`config.mk`:
```
export PLATFORM = sky130hd
export DESIGN_NAME = ec_fpn_sub_mod_flat
export DESIGN_NICKNAME = d
export VERILOG_FILES = /design/src/rtl/ec_fpn_sub_mod_if.sv /design/src/rtl/ec_fpn_sub_mod.sv /design/src/flat_wrapper.sv
export SDC_FILE = /design/constraint.sdc
export NUM_CORES = 2
export LEC_CHECK = 0
export ABC_AREA = 0
export CAP_MARGIN = 20
export CELL_PAD_IN_SITES_DETAIL_PLACEMENT = 1
export CELL_PAD_IN_SITES_GLOBAL_PLACEMENT = 1
export CORE_MARGIN = 8
export CORE_UTILIZATION = 30
export CTS_BUF_LIST = sky130_fd_sc_hd__clkbuf_8 sky130_fd_sc_hd__clkbuf_16
export CTS_CLUSTER_DIAMETER = 150
export DETAILED_ROUTE_END_ITERATION = 16
export PLACE_DENSITY = 0.67
export SLEW_MARGIN = 20
export SYNTH_ARGS = -nofsm -noshare
export SYNTH_HDL_FRONTEND = slang
export SYNTH_SLANG_ARGS = --single-unit
```
`constraint.sdc`:
```
create_clock -name i_clk -period 27.2 [get_ports i_clk]
set_input_delay 8.16 -clock i_clk [delete_from_list [all_inputs] [get_ports i_clk]]
set_output_delay 8.16 -clock i_clk [all_outputs]
set_load 0.02 [all_outputs]
```
`src/rtl/ec_fpn_sub_mod_if.sv`:
```
// ec_fpn_sub_mod_if: stream beat bundle (data, tag, framing, handshake) used on both sides of the subtractor
interface ec_fpn_sub_mod_if #(
    parameter int DAT_BITS = 64,
    parameter int CTL_BITS = 8
);
    logic [DAT_BITS-1:0] dat;
    logic [CTL_BITS-1:0] ctl;
    logic sop, eop, err, val, rdy;
    modport master (output dat, ctl, sop, eop, err, val, input rdy);
    modport slave (input dat, ctl, sop, eop, val, output rdy);
endinterface

```
`src/rtl/ec_fpn_sub_mod.sv`:
```
// ec_fpn_sub_mod: word-serial a - b mod P; borrow chain on load, conditional add-back of P on emit
module ec_fpn_sub_mod #(
    parameter int FE_BITS = 384,
    parameter int ARITH_BITS = 64,
    parameter int CTL_BITS = 8,
    parameter logic [FE_BITS-1:0] P = 384'h1a0111ea397fe69a4b1ba7b6434bacd764774b84f38512bf6730d2a0f6b0f6241eabfffeb153ffffb9feffffffffaaab
) (
    input logic i_clk,
    input logic i_rst_n,
    ec_fpn_sub_mod_if.slave i_sub_if,
    ec_fpn_sub_mod_if.master o_sub_if
);
    localparam int AB = ARITH_BITS;
    localparam int DIV = FE_BITS / ARITH_BITS;
    localparam int KW = $clog2(DIV);
    typedef enum logic {LOAD, EMIT} state_t;
    state_t state;
    logic [AB-1:0] d [DIV];
    logic [AB-1:0] d_nx [DIV];
    logic [KW-1:0] k, kk, j, jn;
    logic [CTL_BITS-1:0] ctl_l;
    logic bw, corr, c, err_pend, restart, done, acc;
    logic [AB:0] diff, sum0, sum_n;
    always_comb begin
        acc = i_sub_if.val && i_sub_if.rdy;
        restart = i_sub_if.sop && k != '0;
        kk = restart ? '0 : k;
        diff = {1'b0, i_sub_if.dat[0+:AB]} - {1'b0, i_sub_if.dat[AB+:AB]} - {{AB{1'b0}}, bw && kk != '0};
        done = i_sub_if.eop || kk == KW'(DIV-1);
        // an early eop leaves the upper words as 0 - 0 - borrow, i.e. all-ones while the borrow persists
        for (int m = 0; m < DIV; m++)
            d_nx[m] = (KW'(m) == kk) ? diff[AB-1:0] : (done && KW'(m) > kk) ? {AB{diff[AB]}} : d[m];
        sum0 = {1'b0, d_nx[0]} + {1'b0, diff[AB] ? P[AB-1:0] : {AB{1'b0}}};
        jn = j + 1'b1;
        sum_n = {1'b0, d[jn]} + {1'b0, corr ? P[jn*AB +: AB] : {AB{1'b0}}} + {{AB{1'b0}}, c};
    end
    always_ff @(posedge i_clk or negedge i_rst_n) begin
        if (!i_rst_n) begin
            state <= LOAD;
            for (int m = 0; m < DIV; m++) d[m] <= '0;
            k <= '0;
            j <= '0;
            ctl_l <= '0;
            bw <= 1'b0;
            corr <= 1'b0;
            c <= 1'b0;
            err_pend <= 1'b0;
            i_sub_if.rdy <= 1'b0;
            o_sub_if.val <= 1'b0;
            o_sub_if.sop <= 1'b0;
            o_sub_if.eop <= 1'b0;
            o_sub_if.err <= 1'b0;
            o_sub_if.dat <= '0;
            o_sub_if.ctl <= '0;
        end else if (state == LOAD) begin
            i_sub_if.rdy <= !(acc && done);
            if (acc) begin
                for (int m = 0; m < DIV; m++) d[m] <= d_nx[m];
                if (kk == '0) ctl_l <= i_sub_if.ctl;
                if (restart || (done && (i_sub_if.eop != (kk == KW'(DIV-1))))) err_pend <= 1'b1;
                if (done) begin
                    state <= EMIT;
                    corr <= diff[AB];
                    k <= '0;
                    bw <= 1'b0;
                    j <= '0;
                    c <= sum0[AB];
                    o_sub_if.dat <= sum0[AB-1:0];
                    o_sub_if.ctl <= (kk == '0) ? i_sub_if.ctl : ctl_l;
                    o_sub_if.val <= 1'b1;
                    o_sub_if.sop <= 1'b1;
                    o_sub_if.eop <= 1'b0;
                    o_sub_if.err <= 1'b0;
                end else begin
                    k <= kk + 1'b1;
                    bw <= diff[AB];
                end
            end
        end else if (o_sub_if.rdy) begin
            if (j == KW'(DIV-1)) begin
                state <= LOAD;
                i_sub_if.rdy <= 1'b1;
                err_pend <= 1'b0;
                j <= '0;
                c <= 1'b0;
                o_sub_if.val <= 1'b0;
                o_sub_if.sop <= 1'b0;
                o_sub_if.eop <= 1'b0;
                o_sub_if.err <= 1'b0;
            end else begin
                j <= jn;
                c <= sum_n[AB];
                o_sub_if.dat <= sum_n[AB-1:0];
                o_sub_if.sop <= 1'b0;
                o_sub_if.eop <= jn == KW'(DIV-1);
                o_sub_if.err <= (jn == KW'(DIV-1)) && err_pend;
            end
        end
    end
endmodule

```
`src/flat_wrapper.sv`:
```
// flat-port wrapper written by rule: the top's interface ports become plain ports
module ec_fpn_sub_mod_flat 
#(
    parameter int FE_BITS = 384,
    parameter int ARITH_BITS = 64,
    parameter int CTL_BITS = 8,
    parameter logic [FE_BITS-1:0] P = 384'h1a0111ea397fe69a4b1ba7b6434bacd764774b84f38512bf6730d2a0f6b0f6241eabfffeb153ffffb9feffffffffaaab
)
  (i_clk, i_rst_n, i_sub_if_dat, i_sub_if_ctl, i_sub_if_sop, i_sub_if_eop, i_sub_if_val, i_sub_if_rdy, o_sub_if_dat, o_sub_if_ctl, o_sub_if_sop, o_sub_if_eop, o_sub_if_err, o_sub_if_val, o_sub_if_rdy);
  ec_fpn_sub_mod_if #(.DAT_BITS(2*(64)), .CTL_BITS(CTL_BITS)) i_sub_if_i ();
  ec_fpn_sub_mod_if #(.DAT_BITS((64)), .CTL_BITS(CTL_BITS)) o_sub_if_i ();
  input logic i_clk;
  input logic i_rst_n;
  input wire logic [$bits(i_sub_if_i.dat)-1:0] i_sub_if_dat;
  input wire logic [$bits(i_sub_if_i.ctl)-1:0] i_sub_if_ctl;
  input wire logic [$bits(i_sub_if_i.sop)-1:0] i_sub_if_sop;
  input wire logic [$bits(i_sub_if_i.eop)-1:0] i_sub_if_eop;
  input wire logic [$bits(i_sub_if_i.val)-1:0] i_sub_if_val;
  output wire logic [$bits(i_sub_if_i.rdy)-1:0] i_sub_if_rdy;
  output wire logic [$bits(o_sub_if_i.dat)-1:0] o_sub_if_dat;
  output wire logic [$bits(o_sub_if_i.ctl)-1:0] o_sub_if_ctl;
  output wire logic [$bits(o_sub_if_i.sop)-1:0] o_sub_if_sop;
  output wire logic [$bits(o_sub_if_i.eop)-1:0] o_sub_if_eop;
  output wire logic [$bits(o_sub_if_i.err)-1:0] o_sub_if_err;
  output wire logic [$bits(o_sub_if_i.val)-1:0] o_sub_if_val;
  input wire logic [$bits(o_sub_if_i.rdy)-1:0] o_sub_if_rdy;
  assign i_sub_if_i.dat = i_sub_if_dat;
  assign i_sub_if_i.ctl = i_sub_if_ctl;
  assign i_sub_if_i.sop = i_sub_if_sop;
  assign i_sub_if_i.eop = i_sub_if_eop;
  assign i_sub_if_i.val = i_sub_if_val;
  assign i_sub_if_rdy = i_sub_if_i.rdy;
  assign o_sub_if_dat = o_sub_if_i.dat;
  assign o_sub_if_ctl = o_sub_if_i.ctl;
  assign o_sub_if_sop = o_sub_if_i.sop;
  assign o_sub_if_eop = o_sub_if_i.eop;
  assign o_sub_if_err = o_sub_if_i.err;
  assign o_sub_if_val = o_sub_if_i.val;
  assign o_sub_if_i.rdy = o_sub_if_rdy;
  ec_fpn_sub_mod #(.FE_BITS(FE_BITS), .ARITH_BITS(ARITH_BITS), .CTL_BITS(CTL_BITS), .P(P)) u_core (.i_clk(i_clk), .i_rst_n(i_rst_n), .i_sub_if(i_sub_if_i), .o_sub_if(o_sub_if_i));
endmodule
```
==> out/metrics.yaml <==
status: "finished clean"
dieArea_um2: 130000
yosysWarnings: 0
cts_max_level: 2
grt_usage_pct: 21.8
period_minus_slack_ns: 18.17
gr-total-overflow: 0
regArea_um2: 12000
syn_avg_cell_area_um2: 8.10
drive_gt1_share_pct: 7.00
viasPerCell: 5.59
fmax_mhz: 55.0
worstHoldPathType: "register to register"
p_per_area_nw_per_um2: 158
via_count: 33547
synth_fa_ha_area_share_pct: 9.20
cts_setup_buffers: 0
cts-root-buf: "clkbuf_16"
grt_max_degree: 147
crit_slowest_cell: "buf_4"
ys_async_sr_fraction_pct: 100
fin_worst_skew_ns: 0.0311
cts_tree: "done"
ys_ff_latch: 480
areaGrowthSynthToFinish_pct: 15.6
fillers: 13890
syn-instance-count: 4386
synth_compound_area_share_pct: 24.9
grt_pass1_vias: 34321
drtPass1Iterations: 8
worst_ep_arrival_time_ns: 18.67
multi_input_comb_area_um2: 21600
coreArea_um2: 118000
ios: 219
initial_core_util_pct: 30.2
synth_commonest_cells: "765 x a21oi_1, 480 x dfrtp_1, 453 x nand2_1"
setup_tns_ns: 0
synth_top_family_by_area: "compound AO/OA/AOI/OAI gates"
portBuffers: 218
synthDominantCellAreaShare_pct: 33.8
die_h_um: 360
cts-buffers-inserted: 55
post-synth-top-count-cell: "a21oi_1"
wire_per_inst_um: 24.4
crit_path_max_incr_delay_ns: 0.68
max-vdd-ir-drop_mv: 0.0691
fin_area_um2: 41100
rsz0062_at_grt: "false"
layout_worst_path_cycle_share_pct: 66.8
critPathMaxFanout: 48
ant_nets: 0
route.detailed.drc: 0
drv_cap: 0
cp.required_ns: 27.70
cts_resized: 0
yosys.area_share.xor_xnor_pct: 4.34
final_max_slew_viol_count: 0
yosys-top-cells-area: "dfrtp_1 34%, a21oi_1 11%, ha_1 8.9%"
gp_congestion: 0.937
place_area_um2: 39200
muxShareOfSynthArea_pct: 7.29
nNetsFinal: 4825
grt_pass1_wl_mm: 222
antenna_found_initial: 9
worstMarginPinSlew_ns: 1.25
crit_type: "primary input to register"
worstSkewPairLatency_ns: 0.64
die_w_um: 360
hold_buffers: 0
cts.sinks: 480
hold_viol: 0
synth.distinct_cells: 79
synthesis.nets: 4786
rows: 126
yosys.area_share.simple_pct: 14.5
clock_path_buffers: 3
startpoint_type: "primary input"
dp_hpwl_mm: 104
crit_path_end_kind: "register"
slew_headroom_pct: 15.7
synth_edf_count: 0
clk_pin_slew_ns: 0.06
drt_wl_total_mm: 147
synth_largest_area_cell: "dfrtp_1"
ys_seq_area_share_pct: 33.8
antenna_cells: 0
synth_area_um2: 35500
finalSetupViolCount: 0
leakage_nw: 18.3
drtIter0Drc: 2911
synth_top_flop_cell: "dfrtp_1"
==> routing by layer <==
| metal | share of wire (%) | GRT usage [%] | routed length [um] | vias up |
|---|---|---|---|---|
| met3 | 6.5 | 3.73 | 9580 | 212 |
| met1 | 47 | 30.9 | 68300 | 16777 |
| li1 | - | - | - | 15525 |
| met5 | 0.037 | 0 | 55 | - |
| met4 | 2.6 | 5.78 | 3800 | 8 |
| met2 | 44 | 34.2 | 65000 | 1025 |
==> where the power goes <==
part	internal (W)	total [W]	switching (W)
Clock	0.000461	0.000791	0.000331
Combinational	0.00159	0.00438	0.00279
Sequential	0.00107	0.00131	0.000242
Total	0.00312	0.00648	0.00337
==> registers in the layout, indices dropped and copies added (netlist names) <==
signal and cells:
u_core.o_sub_if.sop 1, u_core.o_sub_if.val 1, u_core.o_sub_if.ctl 8, u_core.c 1, u_core.o_sub_if.err 1, u_core.k 3, u_core.corr 1, u_core.bw 1
u_core.err_pend 1, u_core.o_sub_if.eop 1, u_core.j 3, u_core.ctl_l 8, u_core.i_sub_if.rdy 1, u_core.d 384, u_core.o_sub_if.dat 64, u_core.state 1
==> layout make-up <==
cell class / instances / share of cell area, %
multi-input combinational: 3346 / 52.5
sequential: 480 / 29.3
timing repair buffer: 279 / 6.54
tap: 1536 / 4.68
clock buffer: 65 / 3.69
inverter: 263 / 2.40
clock inverter: 36 / 0.881
==> cells in the final DEF (no fill, tap or decap), types with 10 or more instances in the layout <==
cell type        count
a211oi_1            20
a21o_1             113
a21oi_1            765
a221oi_1            10
a22oi_1             11
a31oi_1             39
and2_1              11
and3_1              12
buf_4               56
clkbuf_16           55
clkbuf_8            10
clkdlybuf4s50_1    217
clkinv_2            10
dfrtp_1            478
ha_1               252
inv_1              273
mux2_2              38
mux2i_1             72
mux4_2              64
nand2_1            449
nand2b_1            29
nand3_1             28
nand4_1             43
nor2_1             435
nor2b_1             30
nor3_1              66
nor4_1              12
o21a_1              25
o21ai_0            375
o21bai_1            27
o22ai_1             33
o31ai_1             41
or3_1               14
xnor2_1            104
xor2_1              69
==> final timing paths <==
path / startpoint / endpoint / slack [ns] / cells past startpoint
max: i_sub_if_sop / u_core.o_sub_if.dat[62]$_DFFE_PN0P_ / 9.03 / 36
min: u_core.o_sub_if.dat[9]$_DFFE_PN0P_ / u_core.o_sub_if.dat[9]$_DFFE_PN0P_ / 0.47 / 2
max reg2reg: u_core.k[0]$_DFFE_PN0P_ / u_core.o_sub_if.dat[62]$_DFFE_PN0P_ / 16.84 / 35
min reg2reg: u_core.o_sub_if.dat[9]$_DFFE_PN0P_ / u_core.o_sub_if.dat[9]$_DFFE_PN0P_ / 0.47 / 2
max in group asynchronous: i_rst_n / u_core.d[201]$_DFFE_PN0P_ / 17.33 / 3
min in group asynchronous: i_rst_n / u_core.o_sub_if.ctl[3]$_DFFE_PN0P_ / 7.50 / 1
==> cell families (layout without fill, tap and decap cells) <==
logic type / after synthesis / after routing
compound gates: 1550 / 1550
simple gates: 1190 / 1190
fa+ha+maj: 258 / 258
mux: 174 / 174
xor+xnor: 174 / 174
buf+inv: 560 / 643
flops: 480 / 480
==> through the flow <==
stage,total power (W),utilization (%),worst slack (ns),std cells,hold slack (ns)
floorplan,0.00406,-,10.37,4386,0.445
global placement,0.00554,33.3,8.78,5903,0.456
detailed placement,0.00561,33.3,8.41,5903,0.459
CTS,0.00644,34.9,9.06,6004,0.476
global route,0.00693,34.9,8.38,6005,0.498
finish,0.00648,34.9,9.03,6005,0.467
==> critical path, delay by kind of cell <==
| family | cells | cell delay [ns] |
|---|---|---|
| adders and majority gates | 5 | 1.84 |
| and+or+nand+nor | 10 | 2.83 |
| buffers and inverters | 3 | 1.32 |
| xor gates and xnor gates | 1 | 0.19 |
| AOI/OAI and AO/OA | 17 | 4.28 |
No activity file was read; power rests on OpenSTA's default activity.
